===== src/rtl/cv32e40s_pkg.sv =====
// rtl/cv32e40s_pkg.sv - shared types and helpers for the fetch transaction controller
//
// Contents:
//   fetch_txn_state_e   : controller FSM states (IDLE, WAIT_GNT)
//   FETCH_TXN_CNT_W     : width of the outstanding / drop counters
//   fetch_txn_cnt_t     : counter value type
//   fetch_txn_cnt_step  : saturating +1/-1 step used by both counters and the kill reload

package cv32e40s_pkg;

    typedef enum logic [0:0] {
        IDLE     = 1'b0,
        WAIT_GNT = 1'b1
    } fetch_txn_state_e;

    localparam int unsigned FETCH_TXN_CNT_W = 3;

    typedef logic [FETCH_TXN_CNT_W-1:0] fetch_txn_cnt_t;

    // Simultaneous inc and dec cancel; the result never wraps at either end.
    function automatic fetch_txn_cnt_t fetch_txn_cnt_step(
        input fetch_txn_cnt_t v,
        input logic           inc,
        input logic           dec
    );
        fetch_txn_cnt_t r;
        r = v;
        if (inc && !dec && (v != '1)) begin
            r = v + fetch_txn_cnt_t'(1);
        end else if (dec && !inc && (v != '0)) begin
            r = v - fetch_txn_cnt_t'(1);
        end
        return r;
    endfunction

endpackage


===== src/rtl/cv32e40s_fetch_txn_counter.sv =====
// rtl/cv32e40s_fetch_txn_counter.sv - saturating up/down counter with parallel load
//
// Ports:
//   clk, rst_n : clock, asynchronous active-low reset
//   inc, dec   : step up / step down (both together hold the value)
//   load       : load load_val instead of stepping (takes priority)
//   load_val   : value for load
//   cnt        : current count

module cv32e40s_fetch_txn_counter
    import cv32e40s_pkg::*;
(
    input  logic           clk,
    input  logic           rst_n,
    input  logic           inc,
    input  logic           dec,
    input  logic           load,
    input  fetch_txn_cnt_t load_val,
    output fetch_txn_cnt_t cnt
);

    always_ff @(posedge clk or negedge rst_n) begin
        if (!rst_n) begin
            cnt <= '0;
        end else if (load) begin
            cnt <= load_val;
        end else begin
            cnt <= fetch_txn_cnt_step(cnt, inc, dec);
        end
    end

endmodule


===== src/rtl/cv32e40s_fetch_txn_ctrl.sv =====
// rtl/cv32e40s_fetch_txn_ctrl.sv - prefetch-to-OBI instruction fetch transaction controller
//
// Sits between the prefetcher transaction interface and the instruction OBI bus.
// Holds an ungranted request stable, limits granted-but-unanswered transactions
// to MAX_OUTSTANDING, and after a kill silently drops responses that belong to
// transactions issued before the kill.
//
// Optional feature macro: CV32E40S_FETCH_ERR_STICKY_EN
//   defined   : a forwarded error response blocks new requests until kill_i
//   undefined : errors are only forwarded
//
// Ports:
//   clk, rst_n                     : clock, asynchronous active-low reset
//   kill_i                         : branch/flush, invalidates all earlier transactions
//   trans_valid_i/ready_o/addr_i   : prefetcher request handshake and address
//   obi_req_o/gnt_i/addr_o         : OBI address phase
//   obi_rvalid_i/rdata_i/err_i     : OBI response phase
//   resp_valid_o/rdata_o/err_o     : forwarded (non-dropped) response
//   outstanding_o                  : granted-unanswered transaction count
//   one_txn_pend_n                 : low when exactly one transaction is outstanding
//   busy_o                         : transactions outstanding or a request waiting for grant

module cv32e40s_fetch_txn_ctrl
    import cv32e40s_pkg::*;
#(
    parameter int unsigned MAX_OUTSTANDING = 2
) (
    input  logic        clk,
    input  logic        rst_n,
    input  logic        kill_i,
    input  logic        trans_valid_i,
    output logic        trans_ready_o,
    input  logic [31:0] trans_addr_i,
    output logic        obi_req_o,
    input  logic        obi_gnt_i,
    output logic [31:0] obi_addr_o,
    input  logic        obi_rvalid_i,
    input  logic [31:0] obi_rdata_i,
    input  logic        obi_err_i,
    output logic        resp_valid_o,
    output logic [31:0] resp_rdata_o,
    output logic        resp_err_o,
    output logic [2:0]  outstanding_o,
    output logic        one_txn_pend_n,
    output logic        busy_o
);

    localparam fetch_txn_cnt_t MAX_CNT = fetch_txn_cnt_t'(MAX_OUTSTANDING);

    fetch_txn_state_e state;
    logic [31:0]      held_addr;
    logic             held_killed;
    fetch_txn_cnt_t   cnt;
    fetch_txn_cnt_t   drop_cnt;
    fetch_txn_cnt_t   drop_load_val;
    logic             full;
    logic             grant;
    logic             err_block;

    // A response arriving in the same cycle frees a slot, so it does not block.
    assign full  = (cnt == MAX_CNT) && !obi_rvalid_i;
    assign grant = obi_req_o && obi_gnt_i;

    always_comb begin
        trans_ready_o = 1'b0;
        obi_req_o     = 1'b0;
        obi_addr_o    = trans_addr_i;
        case (state)
            IDLE: begin
                // No handshakes are offered while the block is held in reset.
                trans_ready_o = rst_n && !full && !kill_i && !err_block;
                obi_req_o     = trans_valid_i && trans_ready_o;
                obi_addr_o    = trans_addr_i;
            end
            WAIT_GNT: begin
                // OBI forbids withdrawing or changing a pending request.
                obi_req_o  = 1'b1;
                obi_addr_o = held_addr;
            end
            default: begin
                trans_ready_o = 1'b0;
                obi_req_o     = 1'b0;
                obi_addr_o    = trans_addr_i;
            end
        endcase
    end

    always_ff @(posedge clk or negedge rst_n) begin
        if (!rst_n) begin
            state       <= IDLE;
            held_addr   <= '0;
            held_killed <= 1'b0;
        end else begin
            case (state)
                IDLE: begin
                    if (obi_req_o && !obi_gnt_i) begin
                        state     <= WAIT_GNT;
                        held_addr <= trans_addr_i;
                    end
                end
                WAIT_GNT: begin
                    if (obi_gnt_i) begin
                        state       <= IDLE;
                        held_killed <= 1'b0;
                    end else if (kill_i) begin
                        // Pending request predates the kill; its response must be
                        // dropped once it is finally granted.
                        held_killed <= 1'b1;
                    end
                end
                default: begin
                    state <= IDLE;
                end
            endcase
        end
    end

    cv32e40s_fetch_txn_counter u_cnt (
        .clk      (clk),
        .rst_n    (rst_n),
        .inc      (grant),
        .dec      (obi_rvalid_i),
        .load     (1'b0),
        .load_val ('0),
        .cnt      (cnt)
    );

    // On kill every transaction still outstanding after this cycle is old,
    // including one granted in the kill cycle itself, so reload from cnt's next value.
    assign drop_load_val = fetch_txn_cnt_step(cnt, grant, obi_rvalid_i);

    cv32e40s_fetch_txn_counter u_drop_cnt (
        .clk      (clk),
        .rst_n    (rst_n),
        .inc      (grant && held_killed),
        .dec      (obi_rvalid_i && (drop_cnt != '0)),
        .load     (kill_i),
        .load_val (drop_load_val),
        .cnt      (drop_cnt)
    );

    assign resp_valid_o = obi_rvalid_i && (drop_cnt == '0);
    assign resp_rdata_o = obi_rdata_i;
    assign resp_err_o   = obi_err_i;

`ifdef CV32E40S_FETCH_ERR_STICKY_EN
    // Stop fetching past a bus error until the core redirects.
    always_ff @(posedge clk or negedge rst_n) begin
        if (!rst_n) begin
            err_block <= 1'b0;
        end else if (kill_i) begin
            err_block <= 1'b0;
        end else if (resp_valid_o && obi_err_i) begin
            err_block <= 1'b1;
        end
    end
`else
    assign err_block = 1'b0;
`endif

    assign outstanding_o  = cnt;
    assign one_txn_pend_n = (cnt != fetch_txn_cnt_t'(1));
    assign busy_o         = (cnt != '0) || (state == WAIT_GNT);

    // A response with nothing outstanding is an OBI protocol violation.
    a_no_rvalid_when_idle: assert property (
        @(posedge clk) disable iff (!rst_n) obi_rvalid_i |-> (cnt != '0)
    );

endmodule


===== config.mk =====
export PLATFORM = sky130hd
export DESIGN_NAME = cv32e40s_fetch_txn_ctrl
export DESIGN_NICKNAME = d
export VERILOG_FILES = /design/src/rtl/cv32e40s_pkg.sv /design/src/rtl/cv32e40s_fetch_txn_counter.sv /design/src/rtl/cv32e40s_fetch_txn_ctrl.sv
export SDC_FILE = /design/constraint.sdc
export NUM_CORES = 1
export LEC_CHECK = 0
export ABC_AREA = 1
export BUFFER_PORTS_ARGS = -buffer_cell sky130_fd_sc_hd__buf_2
export CAP_MARGIN = 10
export CORE_ASPECT_RATIO = 0.5
export CORE_MARGIN = 4
export CORE_UTILIZATION = 27
export DETAILED_ROUTE_END_ITERATION = 8
export GPL_TIMING_DRIVEN = 0
export HOLD_SLACK_MARGIN = 0.02
export SYNTH_ARGS = -nofsm -noshare
export SYNTH_HDL_FRONTEND = slang
export SYNTH_HIERARCHICAL = 1
export SYNTH_SLANG_ARGS = --single-unit

===== constraint.sdc =====
create_clock -name clk -period 2.4 [get_ports clk]
set_clock_uncertainty 0.05 [all_clocks]
set_input_delay 0.12 -clock clk [delete_from_list [all_inputs] [get_ports clk]]
set_output_delay 0.12 -clock clk [all_outputs]
set_load 0.01 [all_outputs]

# Word level (Yosys, flattened, before mapping)
# Index checks and enable logic that the tools add are counted.
[word_totals] reg_bits=40 latchBits=0 ramBits=0 rom_bits=0 inputBits=71 output_inout_bits=73 wordCells=59 memories=0
[op_classes] add_sub_neg=4 n_mul=0 div_mod_pow=0 order_cmp=0 n_eq_ne=4 n_shift=0 mux=13 bitwise=1 reduce_logical=32
[ops] cell="case mux 32 bit (2 select lines)" n=1
[ops] cell="logical AND 1 bit" n=17
[ops] cell="2-to-1 mux 3 bit" n=5
[ops] cell="nonzero test 3 bit" n=3
[ops] cell="logical NOT 1 bit" n=7
[ops] cell="adder 3 x 1 -> 3 bit (second input constant)" n=2
[ops] cell="!= test 3 bit (second input constant)" n=2
[ops] cell="subtractor 3 x 1 -> 3 bit (second input constant)" n=2
[ops] cell="2-to-1 mux 1 bit" n=5
[ops] cell="case mux 1 bit (2 select lines)" n=2
[ops] cell="AND reduction 2 bit" n=2
[ops] cell="equality test 3 x 2 -> 1 bit (second input constant)" n=1
[ops] cell="logical NOT 3 bit" n=1
[ops] cell="!= test 3 x 1 -> 1 bit (second input constant)" n=1
[ops] cell="nonzero test 2 bit" n=1
[ops] cell="logical OR 1 bit" n=1
[ops] cell="NOT 1 bit" n=1

# Depth between registers and ports, before layout
# Gate-level depths: netlist of run 1.
[logic_depth] depth_word=15 ltp_mapped=16 ltp_nobuf=16

# Hierarchy
# Netlist of run 1, hierarchy kept.
[by_module_without_submodules] module="cv32e40s_fetch_txn_ctrl" instances=1 cells_each=298 area_each_um2=2317.2 seq_area_each_um2=850.8
[by_module_without_submodules] module="cv32e40s_fetch_txn_counter at u_cnt" instances=1 cells_each=37 area_each_um2=272.8 seq_area_each_um2=75.1
[by_module_without_submodules] module="cv32e40s_fetch_txn_counter at u_drop_cnt" instances=1 cells_each=37 area_each_um2=270.3 seq_area_each_um2=75.1

# Worst setup path before layout of run 1
# OpenSTA, ideal clock, no wires.
[synth_timing] path_kind="register to register" start="reg u_cnt.cnt[0]" end="reg u_drop_cnt.cnt[1]" setup_time_ps=126 arrival_ps=2266 required_ps=2224 setup_slack_ps=-42 stages_incl_launch_ff=16 n_path_buf=0 period_less_slack_ps=2442 cell_sequence="dfrtp_1 -> inv_1 -> ha_1 -> nand2_1 -> nand3_2 -> nand2_1 -> nand2_2 -> nor2_1 -> inv_1 -> nor2_4 -> nand2_4 -> fa_1 -> nand2_1 -> nand2_1 -> nand2_1 -> o21ai_0"
[synth_between] elab_chain_cells=14 word_cells_on_any_way=28 cone_classes="add/sub: 2; eq/ne: 2; mux: 5; reduce/logical: 19"
[synth_lines] item="start: declaration" line_no="cv32e40s_fetch_txn_counter.sv:19" text="output fetch_txn_cnt_t cnt"
[synth_lines] item="start signal: assignment" line_no="cv32e40s_fetch_txn_counter.sv:26" text="cnt <= load_val;"
[synth_lines] item="start signal: assignment" line_no="cv32e40s_fetch_txn_counter.sv:28" text="cnt <= fetch_txn_cnt_step(cnt, inc, dec);"
[synth_lines] item="equality test 3 x 2 -> 1 bit *" line_no="cv32e40s_fetch_txn_ctrl.sv:61" text="assign full = (cnt == MAX_CNT) && !obi_rvalid_i;"
[synth_lines] item="logical AND 1 bit *" line_no="cv32e40s_fetch_txn_ctrl.sv:61"
[synth_lines] item="logical NOT 1 bit *" line_no="cv32e40s_fetch_txn_ctrl.sv:71" text="trans_ready_o = rst_n && !full && !kill_i && !err_block;"
[synth_lines] item="logical AND 1 bit * (2 in a row)" line_no="cv32e40s_fetch_txn_ctrl.sv:71"
[synth_lines] item="logical AND 1 bit *" line_no="cv32e40s_fetch_txn_ctrl.sv:72" text="obi_req_o = trans_valid_i && trans_ready_o;"
[synth_lines] item="case mux 1 bit (2 select lines) *" line_no="cv32e40s_fetch_txn_ctrl.sv:68" text="case (state)"
[synth_lines] item="net obi_req_o" line_no="cv32e40s_fetch_txn_ctrl.sv:34" text="output logic obi_req_o,"
[synth_lines] item="logical AND 1 bit *" line_no="cv32e40s_fetch_txn_ctrl.sv:62" text="assign grant = obi_req_o && obi_gnt_i;"
[synth_lines] item="logical NOT 1 bit" line_no="cv32e40s_pkg.sv:30" text="end else if (dec && !inc && (v != '0)) begin"
[synth_lines] item="logical AND 1 bit (2 in a row)" line_no="cv32e40s_pkg.sv:30"
[synth_lines] item="2-to-1 mux 3 bit"
[synth_lines] item="2-to-1 mux 3 bit" line_no="cv32e40s_pkg.sv:28" text="if (inc && !dec && (v != '1)) begin"
[synth_lines] item="2-to-1 mux 3 bit" line_no="cv32e40s_fetch_txn_counter.sv:25" text="end else if (load) begin"
[synth_lines] item="end signal: assignment" line_no="cv32e40s_fetch_txn_counter.sv:26"
[synth_lines] item="end signal: assignment" line_no="cv32e40s_fetch_txn_counter.sv:28"
[synth_lines] item="end: declaration" line_no="cv32e40s_fetch_txn_counter.sv:19"
# Mark *: on every way through the listed nets, which the timed path passes. The rest lies on a longest branch.
# A chain may end at the register's enable or synchronous reset.

# Worst setup path in the final report of run 1
[layout_timing] start="reg u_cnt.cnt[0]" end="reg u_cnt.cnt[1]"
[layout_between] elab_chain_cells=13 word_cells_on_any_way=19 cone_classes="add/sub: 2; eq/ne: 2; mux: 3; reduce/logical: 12"
[layout_lines] item="equality test 3 x 2 -> 1 bit *" line_no="cv32e40s_fetch_txn_ctrl.sv:61"
[layout_lines] item="logical AND 1 bit *" line_no="cv32e40s_fetch_txn_ctrl.sv:61"
[layout_lines] item="logical NOT 1 bit *" line_no="cv32e40s_fetch_txn_ctrl.sv:71"
[layout_lines] item="logical AND 1 bit * (2 in a row)" line_no="cv32e40s_fetch_txn_ctrl.sv:71"
[layout_lines] item="logical AND 1 bit *" line_no="cv32e40s_fetch_txn_ctrl.sv:72"
[layout_lines] item="case mux 1 bit (2 select lines) *" line_no="cv32e40s_fetch_txn_ctrl.sv:68"
[layout_lines] item="logical AND 1 bit *" line_no="cv32e40s_fetch_txn_ctrl.sv:62"
[layout_lines] item="net grant" line_no="cv32e40s_fetch_txn_ctrl.sv:57" text="logic grant;"
[layout_lines] item="logical NOT 1 bit" line_no="cv32e40s_pkg.sv:30"
[layout_lines] item="logical AND 1 bit (2 in a row)" line_no="cv32e40s_pkg.sv:30"
[layout_lines] item="2-to-1 mux 3 bit" line_no="cv32e40s_pkg.sv:30"
[layout_lines] item="2-to-1 mux 3 bit *"
# Marks and branches as above.

==> reports/metrics.yaml, run 1 <==
yosys:
  synth_top_area_share_pct: 35.0
  synth_seq_area_share_pct: 35.0
  synth_compound_area_share_pct: 17.3
  synthCells: 372
  synthMuxAreaShare_pct: 0
  synth_area_sq_um: 2860
  synthSimpleGateAreaFrac_pct: 23.9
  synthArstFlopShare_pct: 100
  synth-seq-cells: 40
  synth_cell_types: 27
  yosysTopAreaCell: "dfrtp_1"
  synth-xor-area-share_pct: 0
  yosysMostFrequentCell: "nand2_1"
  synth_top_family_by_area: "simple AND/OR/NAND/NOR gates"
  syn_area_per_cell_sq_um: 7.69
  yosys_most_used_dff: "dfrtp_1"
  yosys_warnings: 6
  synth-edff-count: 0
  synth_fa_ha_area_share_pct: 4.02
  synth.area.top_cells: "dfrtp_1 35%, nand2_1 14%, o21ai_2 9.8%"
  synthTopCellsByCount: "105 x nand2_1, 55 x inv_1, 40 x dfrtp_1"
floorplan:
  start_util_pct: 27.8
  io_pins: 144
  die-area_sq_um: 12400
  core_area_sq_um: 10300
  rows: 26
  die_y_um: 80.8
  die_w_um: 154
timing:
  worstMarginPinSlew_ns: 0.506
  hold_viol: 0
  relSlewSlack_pct: 66.3
  rsz0062_at_grt: "false"
  fin_crit_sh_pct: 91.4
  setup_viol: 0
  finalMaxSlewViolations: 0
  fin_crit_ns: 2.19
  fmax_mhz: 456
pwr:
  powerDensity_nw_per_um2: 691
  power.static_leakage_nw: 2.09
  max-vdd-ir-drop_mv: 0.262
drt:
  vias: 2634
  drc: 0
  drtAntennaViolNets: 0
  first_pass_iters: 4
  drt_iter0_markers: 85
  wirelength_mm: 7.22
  vias_per_cell: 4.10
  wire_per_inst_um: 11.2
setup_path:
  worst_setup_path_end_kind: "flop"
  start_kind: "flop"
  path_class: "flop to flop"
  crit_arrival_ns: 2.35
  r2r_slack_ns: 0.21
  critPathLaunch: "u_cnt/cnt[0]"
  r2r_start: "u_cnt/cnt[0]"
  crit_required_ns: 2.56
  critPathMaxFanout: 6
grt:
  grt_pass1_vias: 2562
  grt_pass1_wl_mm: 11.9
  antenna_found_initial: 0
  grt_max_degree: 41
  grt-ovfl-total: 0
  track_usage_pct: 11.5
run:
  cap_violations: 0
clock_network:
  cts_made_buffers: 5
  cts_tree: "done"
  h-tree-depth: 2
  worstSkewPairLatency_ns: 0.28
  clk_pin_slew_worst_paths_ns: 0.06
  cts_buffer_depth: 2
  clock-root-buffer: "clkbuf_16"
  cts_sinks: 40
finish:
  fillCellCount: 1072
  fin_util_pct: 37.5
  fin_nets: 580
  drive_gt1_share_pct: 44.4
  area_delta_synth_final_pct: 34.9
  antenna-diode-count: 0
  design_area_sq_um: 3860
placement:
  port_buffers: 110
  gp_congestion: 0.805
  hpwlAfterDp_mm: 5.51
  place_area_sq_um: 3610
hold_path:
  min_path_type: "input port to flop"
  min_from: "trans_addr_i[4]"
run_status:
  status: "finished, final reports clean"
[through the flow]
stage,power [mW],setup slack (ns),instances,TNS [ns],hold slack [ns]
global placement,1.96,-0.391,628,-1.39,0.274
detailed placement,1.98,-0.430,628,-1.58,0.282
CTS,2.69,0.0185,640,0,0.0431
finish,2.67,0.206,642,0,0.0440
global route,2.90,0.0213,642,0,0.0480
floorplan,1.69,0.0668,378,0,-0.226
[layout by cell type, fill, tap and decap left out, types with 6 or more instances in the layout]
master    netlist  layout
buf_2           1     110
nand2_1       105     103
inv_1          55      54
dfrtp_1        40      38
buf_4          33      37
o21ai_0        36      36
o21ai_2        32      32
nand3_1        12      12
nand3_2         9       9
conb_1          1       7
clkbuf_1        6       6
buf_6           6       6
ha_1            6       6
[report_power, final]
part | leakage [nW] | internal [mW] | switching [mW] | total (mW)
registers | 0.495 | 0.865 | 0.143 | 1.01
logic | 1.52 | 0.431 | 0.551 | 0.982
clock network | 0.0766 | 0.410 | 0.267 | 0.677
[critical path, stage by stage, from the launching register on]
cell,delay [ns]
dfrtp_2,0.36
inv_1,0.08
ha_1,0.21
nand2_2,0.08
nand3_2,0.10
nand2_4,0.09
nand2_4,0.08
inv_2,0.09
inv_1,0.08
nor2_4,0.12
nand2_4,0.08
fa_2,0.51
nand2_1,0.05
nand2_1,0.05
nand2_1,0.04
o21ai_1,0.07
[final timing paths]
check / to / depth (start not counted)
hold reg to reg: held_addr[26] / 2
min in group asynchronous: held_addr[4] / 3
setup reg to reg: u_cnt/cnt[1] / 15
setup / recovery: u_cnt/cnt[1] / 15
max in group asynchronous: u_cnt/cnt[0] / 3
hold / removal: held_addr[4] / 3
[routing by layer]
layer | vias up | wire length, um | GRT usage, %
li1 | 1370 | - | -
met1 | 1189 | 2980 | 13.2
met2 | 70 | 3670 | 22.2
met3 | 5 | 518 | 2.61
met4 | 0 | 51 | 2.56
met5 | - | 0 | 0
[sequential cells by signal (all words and copies together), names as in the netlist]
| register | flops |
|---|---|
| u_cnt/cnt | 3 |
| held_addr | 32 |
| state | 1 |
| u_drop_cnt/cnt | 3 |
| held_killed | 1 |
[what timing repair did]
action,4_1_cts,5_1_grt
endpoints found under the hold margin,41,0
resized for setup,2,8
hold buffers,3,0
buffers inserted,1,2
setup endpoints to repair,4,4
pin swaps,0,1
[layout make-up]
type	count	area, sq um	area share, %
Timing Repair Buffer	116	623	16.2
Sequential cell	40	1000	26.0
Tap cell	140	175	4.54
Clock buffer	6	139	3.60
Inverter	58	218	5.64
Clock inverter	2	10.0	0.259
Buffer	46	343	8.89
Multi-Input combinational cell	234	1350	34.9
[logic make-up after synthesis]
family                     Yosys count
and+or+nand+nor                    147
other                                1
AOI/OAI and AO/OA                   72
adders and majority gates            8
DFF                                 40
buffers and inverters              104
Note: power is estimated with default switching activity, not from simulation.
==> inputs of run 2 (changes only) <==
--- a/config.mk
+++ b/config.mk
@@ -8,7 +8,7 @@
 export ABC_AREA = 1
 export BUFFER_PORTS_ARGS = -buffer_cell sky130_fd_sc_hd__buf_2
 export CAP_MARGIN = 10
-export CORE_ASPECT_RATIO = 0.5
+export CORE_ASPECT_RATIO = 1.75
 export CORE_MARGIN = 4
 export CORE_UTILIZATION = 27
 export DETAILED_ROUTE_END_ITERATION = 8
==> run 2 against run 1 <==
Net effect:
- clock-buffer cell count unchanged
- core utilization is 0.061 points lower
- first-iteration DRC count decreased by 2.4%
- worst setup slack worse by 0.039 ns
- hold slack better by 0.0022 ns
- combinational power grew 2%
- register-to-register slack got worse by 0.04 ns
- design area is essentially flat
- via count is 4.0% higher
- cell count down 1.6%
- critical endpoint is now u_drop_cnt/cnt[1]
- sequential power about the same
==> reports/metrics.yaml, run 2 (synthesis gave the netlist of run 1 again) <==
placement:
  place_area_sq_um: 3590
  place_ws_ns: -0.412
  gp_congestion: 0.751
  hpwlAfterDp_mm: 6.00
  port_buffers: 110
clock_network:
  clock-root-buffer: "clkbuf_16"
  clk_pin_slew_worst_paths_ns: 0.06
  cts_tree: "done"
  cts_buffer_depth: 2
  cts_sinks: 40
  cts_made_buffers: 5
  worstSkewPairLatency_ns: 0.28
  h-tree-depth: 2
drt:
  wirelength_mm: 7.63
  wire_per_inst_um: 12.1
  vias_per_cell: 4.34
  first_pass_iters: 4
  drc: 0
  vias: 2740
  drtAntennaViolNets: 0
  drt_iter0_markers: 83
finish:
  antenna-diode-count: 0
  fillCellCount: 1111
  area_delta_synth_final_pct: 34.9
  drive_gt1_share_pct: 44.4
  final_cell_mix: "110 x buf_2, 104 x nand2_1, 54 x inv_1, 40 x buf_4, 38 x dfrtp_1"
  largest_reg_flops: 32
  final_common_cell: "buf_2"
  top_regs: "held_addr x32, u_cnt/cnt x3, u_drop_cnt/cnt x3"
  design_area_sq_um: 3860
  regMostFlops: "held_addr"
  fin_nets: 583
grt:
  grt_pass1_vias: 2711
  grt_pass1_wl_mm: 12.2
  grt_max_degree: 41
  antenna_found_initial: 0
  track_usage_pct: 12.4
  grt-ovfl-total: 0
timing:
  setup_tns_ns: 0
  setup_viol: 0
  hold_viol: 0
  rsz0062_at_grt: "false"
  holdWs_ns: 0.0462
  relSlewSlack_pct: 60.9
  worstMarginPinSlew_ns: 0.586
  fmax_mhz: 448
  fin_ws_ns: 0.167
  fin_crit_sh_pct: 93.0
  fin_crit_ns: 2.23
  finalMaxSlewViolations: 0
run_status:
  status: "finished, final reports clean"
setup_path:
  crit_required_ns: 2.55
  crit_top_cell: "nand2_1"
  crit_chain: "ha_1 > nand2_1 > nand3_2 > nand2_2 > nand2_4 > nor2_2 > inv_2 > nor2_4 > nand2_4 > fa_2 > nand2_1 > nand2_1 > nand2_1 > o21ai_0"
  cp_slowest_cell: "fa_2"
  path_class: "flop to flop"
  start_kind: "flop"
  critPathMaxFanout: 7
  crit_arrival_ns: 2.38
  crit_path_max_incr_delay_ns: 0.51
  worst_setup_path_end_kind: "flop"
pwr:
  fin_total_pwr_mw: 2.76
  power.static_leakage_nw: 2.11
  powerDensity_nw_per_um2: 716
  max-vdd-ir-drop_mv: 0.298
floorplan:
  core_area_sq_um: 10300
  die-area_sq_um: 12400
  io_pins: 144
  die_y_um: 144
  rows: 49
  start_util_pct: 27.8
  die_w_um: 85.8
hold_path:
  min_path_type: "input port to flop"
run:
  cap_violations: 0
[run 2: cell types whose count changed in the layout (fill, tap and decap cells not counted)]
cell       before  now
nor2_2          1    2
buf_16          1    0
nand2_1       103  104
nor2_4          3    2
buf_4          37   40
clkbuf_1        6    7
clkinv_2        2    1
buf_12          0    1
bufinv_16       0    1
nand2_4         5    4
clkbuf_8        1    0
[run 2: cell type report]
type                       instances  area [sq um]  area share [%]
clock inverter                     2          35.0           0.908
multi-input combinational        234          1330            34.6
clock buffer                       6           129            3.34
buffer                            46           343            8.88
sequential                        40          1000            26.0
tap                              127           159            4.12
inverter                          58           218            5.64
timing repair buffer             119           638            16.5
[run 2: metal layers]
layer	GRT usage (%)	wire length, um	vias to the layer above
met5	0	0	-
met1	12.6	2760	1231
li1	-	-	1374
met2	23.5	3960	120
met3	2.91	710	15
met4	5.59	206	0
[run 2: timing repair]
| action | 4_1_cts | 5_1_grt |
|---|---|---|
| hold endpoints to repair | 41 | 0 |
| pin swaps | 0 | 1 |
| buffers inserted | 1 | 5 |
| cloned | 0 | 0 |
| setup endpoints to repair | 4 | 4 |
| resized for setup | 2 | 5 |
| hold buffers | 3 | 0 |
[run 2: critical path: cells and delay by family (launching register included)]
family	cells	cell delay [ns]
flip-flops	1	0.46
adder cells (fa/ha/maj)	2	0.71
AND/OR/NAND/NOR	10	0.82
AO/OA/AOI/OAI	1	0.06
buffers and inverters	1	0.07
[run 2: worst paths after layout]
kind	cells after the start	slack (ns)	endpoint	startpoint
setup reg to reg	14	0.17	u_drop_cnt/cnt[1]	u_cnt/cnt[1]
max in group asynchronous	3	1.74	u_cnt/cnt[0]	rst_n
setup / recovery	14	0.17	u_drop_cnt/cnt[1]	u_cnt/cnt[1]
min in group asynchronous	3	0.35	held_addr[24]	rst_n
hold reg to reg	2	0.43	held_addr[24]	held_addr[24]
hold / removal	3	0.05	held_addr[20]	trans_addr_i[20]
[run 2: per-stage QoR]
step / std cells / utilization [%]
after global routing: 632 / 37.5
final: 632 / 37.5
after floorplan: 378 / -
after CTS: 627 / 37.0
after global placement: 615 / 34.9
after detailed placement: 615 / 34.9
[run 2: power breakdown]
part,switching [mW],internal (mW),leakage (nW)
clock network,0.260,0.489,0.0808
registers,0.149,0.865,0.495
logic,0.557,0.443,1.53
